===== config.mk =====
export PLATFORM = sky130hd
export DESIGN_NAME = elevador_n_andares
export DESIGN_NICKNAME = d
export VERILOG_FILES = /design/src/rtl/elevador_n_andares.sv
export SDC_FILE = /design/constraint.sdc
export NUM_CORES = 1
export LEC_CHECK = 0
export BUFFER_PORTS_ARGS = -buffer_cell sky130_fd_sc_hd__buf_2
export CAP_MARGIN = 20
export CORE_MARGIN = 2
export CORE_UTILIZATION = 61
export DETAILED_ROUTE_END_ITERATION = 8
export HOLD_SLACK_MARGIN = 0.03
export PLACE_DENSITY = 0.84
export SYNTH_ARGS = -nofsm -noshare
export SYNTH_HDL_FRONTEND = slang
export SYNTH_SLANG_ARGS = --single-unit

===== constraint.sdc =====
create_clock -name clock -period 4.77 [get_ports clock]
set_input_delay 1.1925 -clock clock [delete_from_list [all_inputs] [get_ports clock]]
set_output_delay 1.1925 -clock clock [all_outputs]
set_load 0.005 [all_outputs]

===== src/rtl/elevador_n_andares.sv =====
// Elevator controller for N_FLOORS floors.
// Latches cabin and hall calls into a pending-request register. Calls are served in
// sweep order, so the cabin keeps its direction while calls remain ahead of it.
// One shared counter times both the floor-to-floor travel and the door dwell.
// The motor and door outputs are registered, so they change only at clock edges.
module elevador_n_andares #(
  parameter int N_FLOORS      = 4,
  parameter int TRAVEL_CYCLES = 8,
  parameter int DOOR_CYCLES   = 6,
  localparam int FW           = $clog2(N_FLOORS)
) (
  input  logic                clock,
  input  logic                reset,
  input  logic [N_FLOORS-1:0] bd_n,
  input  logic [N_FLOORS-1:0] bf_n,
  output logic                sobe,
  output logic                desce,
  output logic                porta_aberta,
  output logic [FW-1:0]       andar,
  output logic [N_FLOORS-1:0] pedidos
);

  localparam int MAX_CYC = (TRAVEL_CYCLES > DOOR_CYCLES) ? TRAVEL_CYCLES : DOOR_CYCLES;
  localparam int CW      = $clog2(MAX_CYC + 1);

  localparam logic [FW-1:0] TOP_FLOOR = FW'(N_FLOORS - 1);
  localparam logic [CW-1:0] TRAVEL_LAST = CW'(TRAVEL_CYCLES - 1);
  localparam logic [CW-1:0] DOOR_LAST   = CW'(DOOR_CYCLES - 1);

  localparam logic [1:0] S_IDLE    = 2'd0;
  localparam logic [1:0] S_MOVE_UP = 2'd1;
  localparam logic [1:0] S_MOVE_DN = 2'd2;
  localparam logic [1:0] S_DOOR    = 2'd3;

  localparam logic DIR_UP = 1'b0;
  localparam logic DIR_DN = 1'b1;

  logic [1:0]          state, state_next;
  logic                dir, dir_next;
  logic [CW-1:0]       cnt, cnt_next;
  logic [FW-1:0]       andar_next;
  logic [FW-1:0]       andar_up, andar_dn;
  logic [N_FLOORS-1:0] calls, latch_mask, clear_mask, pending_now;
  logic                ahead_up, ahead_dn;

  assign calls       = ~bd_n | ~bf_n;
  assign pending_now = pedidos | calls;
  assign andar_up    = andar + FW'(1);
  assign andar_dn    = andar - FW'(1);

  // Any registered call strictly above / strictly below the current floor.
  always_comb begin
    ahead_up = 1'b0;
    ahead_dn = 1'b0;
    for (int i = 0; i < N_FLOORS; i++) begin
      if (FW'(i) > andar) ahead_up = ahead_up | pedidos[i];
      if (FW'(i) < andar) ahead_dn = ahead_dn | pedidos[i];
    end
  end

  // Next-state, counter, floor and request-mask decisions.
  always_comb begin
    // NOTE: every signal gets a default here so no path leaves it unassigned (no latch).
    state_next = state;
    dir_next   = dir;
    andar_next = andar;
    cnt_next   = '0;
    clear_mask = '0;
    latch_mask = calls;

    case (state)
      S_IDLE: begin
        if (pedidos[andar]) begin
          state_next        = S_DOOR;
          clear_mask[andar] = 1'b1;
        end else if (ahead_up && (dir == DIR_UP || !ahead_dn)) begin
          state_next = S_MOVE_UP;
          dir_next   = DIR_UP;
        end else if (ahead_dn) begin
          state_next = S_MOVE_DN;
          dir_next   = DIR_DN;
        end
      end

      S_MOVE_UP: begin
        if (cnt == TRAVEL_LAST) begin
          andar_next = andar_up;
          if (pending_now[andar_up]) begin
            state_next           = S_DOOR;
            clear_mask[andar_up] = 1'b1;
          end else if (andar_up == TOP_FLOOR) begin
            // Cannot happen while a call ahead exists; keeps the cabin off the roof anyway.
            state_next = S_IDLE;
          end
        end else begin
          cnt_next = cnt + CW'(1);
        end
      end

      S_MOVE_DN: begin
        if (cnt == TRAVEL_LAST) begin
          andar_next = andar_dn;
          if (pending_now[andar_dn]) begin
            state_next           = S_DOOR;
            clear_mask[andar_dn] = 1'b1;
          end else if (andar_dn == '0) begin
            state_next = S_IDLE;
          end
        end else begin
          cnt_next = cnt + CW'(1);
        end
      end

      default: begin // S_DOOR
        // A call for the floor the door is open at keeps the door open instead of latching.
        latch_mask[andar] = 1'b0;
        if (calls[andar]) begin
          cnt_next = '0;
        end else if (cnt == DOOR_LAST) begin
          if (dir == DIR_UP && ahead_up) begin
            state_next = S_MOVE_UP;
          end else if (dir == DIR_DN && ahead_dn) begin
            state_next = S_MOVE_DN;
          end else if (dir == DIR_UP && ahead_dn) begin
            state_next = S_MOVE_DN;
            dir_next   = DIR_DN;
          end else if (dir == DIR_DN && ahead_up) begin
            state_next = S_MOVE_UP;
            dir_next   = DIR_UP;
          end else begin
            state_next = S_IDLE;
          end
        end else begin
          cnt_next = cnt + CW'(1);
        end
      end
    endcase
  end

  // State registers and registered outputs; synchronous reset drops every pending call.
  always_ff @(posedge clock) begin
    // NOTE: sequential state uses non-blocking assignments so all registers update together.
    if (reset) begin
      state        <= S_IDLE;
      dir          <= DIR_UP;
      cnt          <= '0;
      andar        <= '0;
      pedidos      <= '0;
      sobe         <= 1'b0;
      desce        <= 1'b0;
      porta_aberta <= 1'b0;
    end else begin
      state        <= state_next;
      dir          <= dir_next;
      cnt          <= cnt_next;
      andar        <= andar_next;
      pedidos      <= (pedidos | latch_mask) & ~clear_mask;
      sobe         <= (state_next == S_MOVE_UP);
      desce        <= (state_next == S_MOVE_DN);
      porta_aberta <= (state_next == S_DOOR);
    end
  end

endmodule


==> metrics.md <==
| Metric | Value |
|---|---|
| Status | complete, no violations |
| Layout Skew | 20.88 ps |
| Gate Count Post-Synth | 154 |
| Largest net degree at the start of global routing | 15 |
| DRC viols | 0 |
| Placed wire-length estimate | around 2.3 mm |
| Yosys top cell by area | dfxtp_1 |
| Worst skew pair latency | between 300 and 400 ps |
| Synth area leaders | dfxtp_1, ha_1, nor2_1 |
| CTS clock-pin slew for the worst setup and hold paths | 120 ps |
| Cts repair resizes | 0 |
| Vias in the first global route | between 1,000 and 1,500 |
| I/O pin cnt | 19 |
| Tmin final | 2970 ps |
| Non-filler instance count after layout | 200 |
| Root Buffer Master | clkbuf_4 |
| ANT nets after route | 0 |
| Asr flop ratio synth | 0% |
| Die height | approximately 50 um |
| Routed Wire Length | 3.208 mm |
| GRT Residual Overflow | 0 |
| IO Port Bufs | 18 |
| GRT Max-Usage Layer | met2 |
| Drt wl/cell | 16.04 um |
| Slew HR | between 60% and 70% |
| TritonCTS clock tree | built |
| Deepest clock path buffer count | 2 |
| First-pass GRT wire length | 5.520 mm |
| Top_reg_cell synth | dfxtp_1 |
| Critical path class | flip-flop to flip-flop |
| Power per cell area | 410.3 nW/um^2 |
| GR Util met1 | 40.30% |
| Setup-failing EPs final | 0 |
| Diode count | 0 |
| Hold buffer count at cts | 0 |
| Worst setup SP type | flip-flop |
| Netlist cell types | 48 |
| Seq/Total Area, Yosys | 24.69% |
| Critical path capture point type | flip-flop |
| H-tree levels | 1 |
| Least-Margin Pin Slew | around 500 ps |
| Syn avg cell area | 8.425 um^2 |
| Number of DRC markers in iteration 0 | between 90 and 100 |
| Setup bufs post-CTS | 0 |
| Area delta synth->final | 11.38% |
| Core Area | 1982 um^2 |
| Layout cell share with drive strength beyond 1 | 17.34% |
| Max VDD drop | 0.0003375 V |
| Critical-path maximum fanout | 13 |
| Slew Viols, Final | 0 |
| Fmax | approximately 340 MHz |
| Max-cap violations | 0 |
| Post-synth EDFFs | 0 |
| Top cell type's share of synthesized area | 24.69% |
| HP Class | flip-flop to flip-flop |
| Die footprint | 2512 um^2 |
| Starting density of the core | between 60% and 70% |
| Yosys reg bits | 16 |
| Total clock sinks | 16 |
| Delay of the slowest critical-path stage | around 640 ps |
| Die X | ~50 um |
| CP cell instances | inv_1 > ha_1 > and4b_1 > o22ai_1 > a211o_1 > a22oi_1 > nor2_1 > a2111oi_0 |
| M3 GR Usage | under 10% |
| Leakage | 0.6174 nW |
| Met2 Use GR | about 45% |
| Worst Path Required | 4950 ps |
| Final Hold Viols | 0 |
| Final cell area excluding filler cells | 1445 um^2 |
| Synth cell count leaders | dfxtp_1, ha_1, nor2_1, nand2_1, inv_1 |
| Via count | 1,307 |
| Cell with the most instances after synthesis | dfxtp_1 |
| Row Count | 16 |
| Nets | 199 |
| Setup_tns | 0 ps |
| Drt pass-1 iters | 5 |
| Routability cong. | 0.9390 |
| Total CTS buffers | 3 |
| Syn Std Cell Area | 1297 um^2 |
| RSZ-0062 raised after global routing | no |
| Slowest-stage cell, CP | dfxtp_1 |
| Synthesis Warnings | 0 |
| GRT Total Usage | 28.63% |
| Worst EP arrival | 3150 ps |
| Dpl cells | around 200 |
| Via density | 6.535 |
| Placement-stage cell area | 1409 um^2 |
| Final period util | 62.25% |
| Initial antenna violation count | 0 |
| Syn_nets | 179 |
sequential cells by signal, summed over array words and instances (netlist names):
name	cells
state	2
dir	1
desce	1
andar	2
sobe	1
cnt	4
pedidos	4
porta_aberta	1
layer usage:
layer | part of all wire [%] | routed length [um]
met5 | 0 | 0
met4 | 2.2 | 72
met3 | 9.4 | 303
met2 | 45 | 1456
met1 | 43 | 1375
power by group:
group          leakage [nW]  total [mW]  switching [mW]  internal, mW
clock network        0.0210      0.0956          0.0490        0.0466
registers             0.131       0.189          0.0283         0.161
logic                 0.465       0.308           0.173         0.135
cell type report:
cell class	count	area [um^2]
multi-input cells	124	923.4
well taps	27	33.78
clock buffers	4	36.28
inverters	11	41.29
fillers	143	536.8
repair buffers	18	90.09
flip-flops and latches	16	320.3
worst max-delay path: cells and delay by family (launching register included):
| kind | cells | cell delay, ps |
|---|---|---|
| buffers and inverters | 1 | 280 |
| DFF | 1 | 640 |
| AOI/OAI and AO/OA | 4 | 1120 |
| and+or+nand+nor | 2 | 330 |
| adders and majority gates | 1 | 460 |
cells by family after synthesis:
group | after synthesis | share of synthesized area (%)
adders and majority gates | 15 | 14.46
buffers and inverters | 14 | 4.146
AOI/OAI and AO/OA | 42 | 22.76
DFF | 16 | 24.69
muxes | 5 | 6.172
xor gates and xnor gates | 3 | 2.025
and+or+nand+nor | 59 | 25.75
metrics by stage:
| stage | utilization, % | worst slack [ps] | total power, mW | hold WS (ps) |
|---|---|---|---|---|
| floorplan | - | 2081 | 0.4194 | 444.4 |
| global placement | 71.09 | 1925 | 0.4825 | 463.4 |
| detailed placement | 71.09 | 1879 | 0.4901 | 473.1 |
| CTS | 72.92 | 1847 | 0.5893 | 495.3 |
| global route | 72.92 | 1557 | 0.6394 | 536.9 |
| finish | 72.92 | 1800 | 0.5930 | 488.3 |
placed cells by master (no fill, tap or decap), drive strengths merged, types with 2 or more instances in the layout:
cell	instances
inv	11
and3b	4
xnor2	2
dfxtp	16
nand3	3
nor3	4
mux2i	2
nand3b	3
nor4	2
buf	18
o22ai	3
nand2	12
ha	15
a2111oi	3
nor2b	2
a22oi	5
mux4	2
o31ai	2
a211oi	3
nand2b	5
nor2	15
clkbuf	4
a21oi	6
o21ai	8
nor3b	4
path summary, 6_finish.rpt:
check / from / end / slack, ps / depth (start not counted)
hold / removal: cnt[0] / cnt[0] / 490 / 1
hold reg to reg: cnt[0] / cnt[0] / 490 / 1
setup / recovery: andar[0] / pedidos[2] / 1800 / 8
setup reg to reg: andar[0] / pedidos[2] / 1800 / 8
Power figures use the tool's default switching activity.
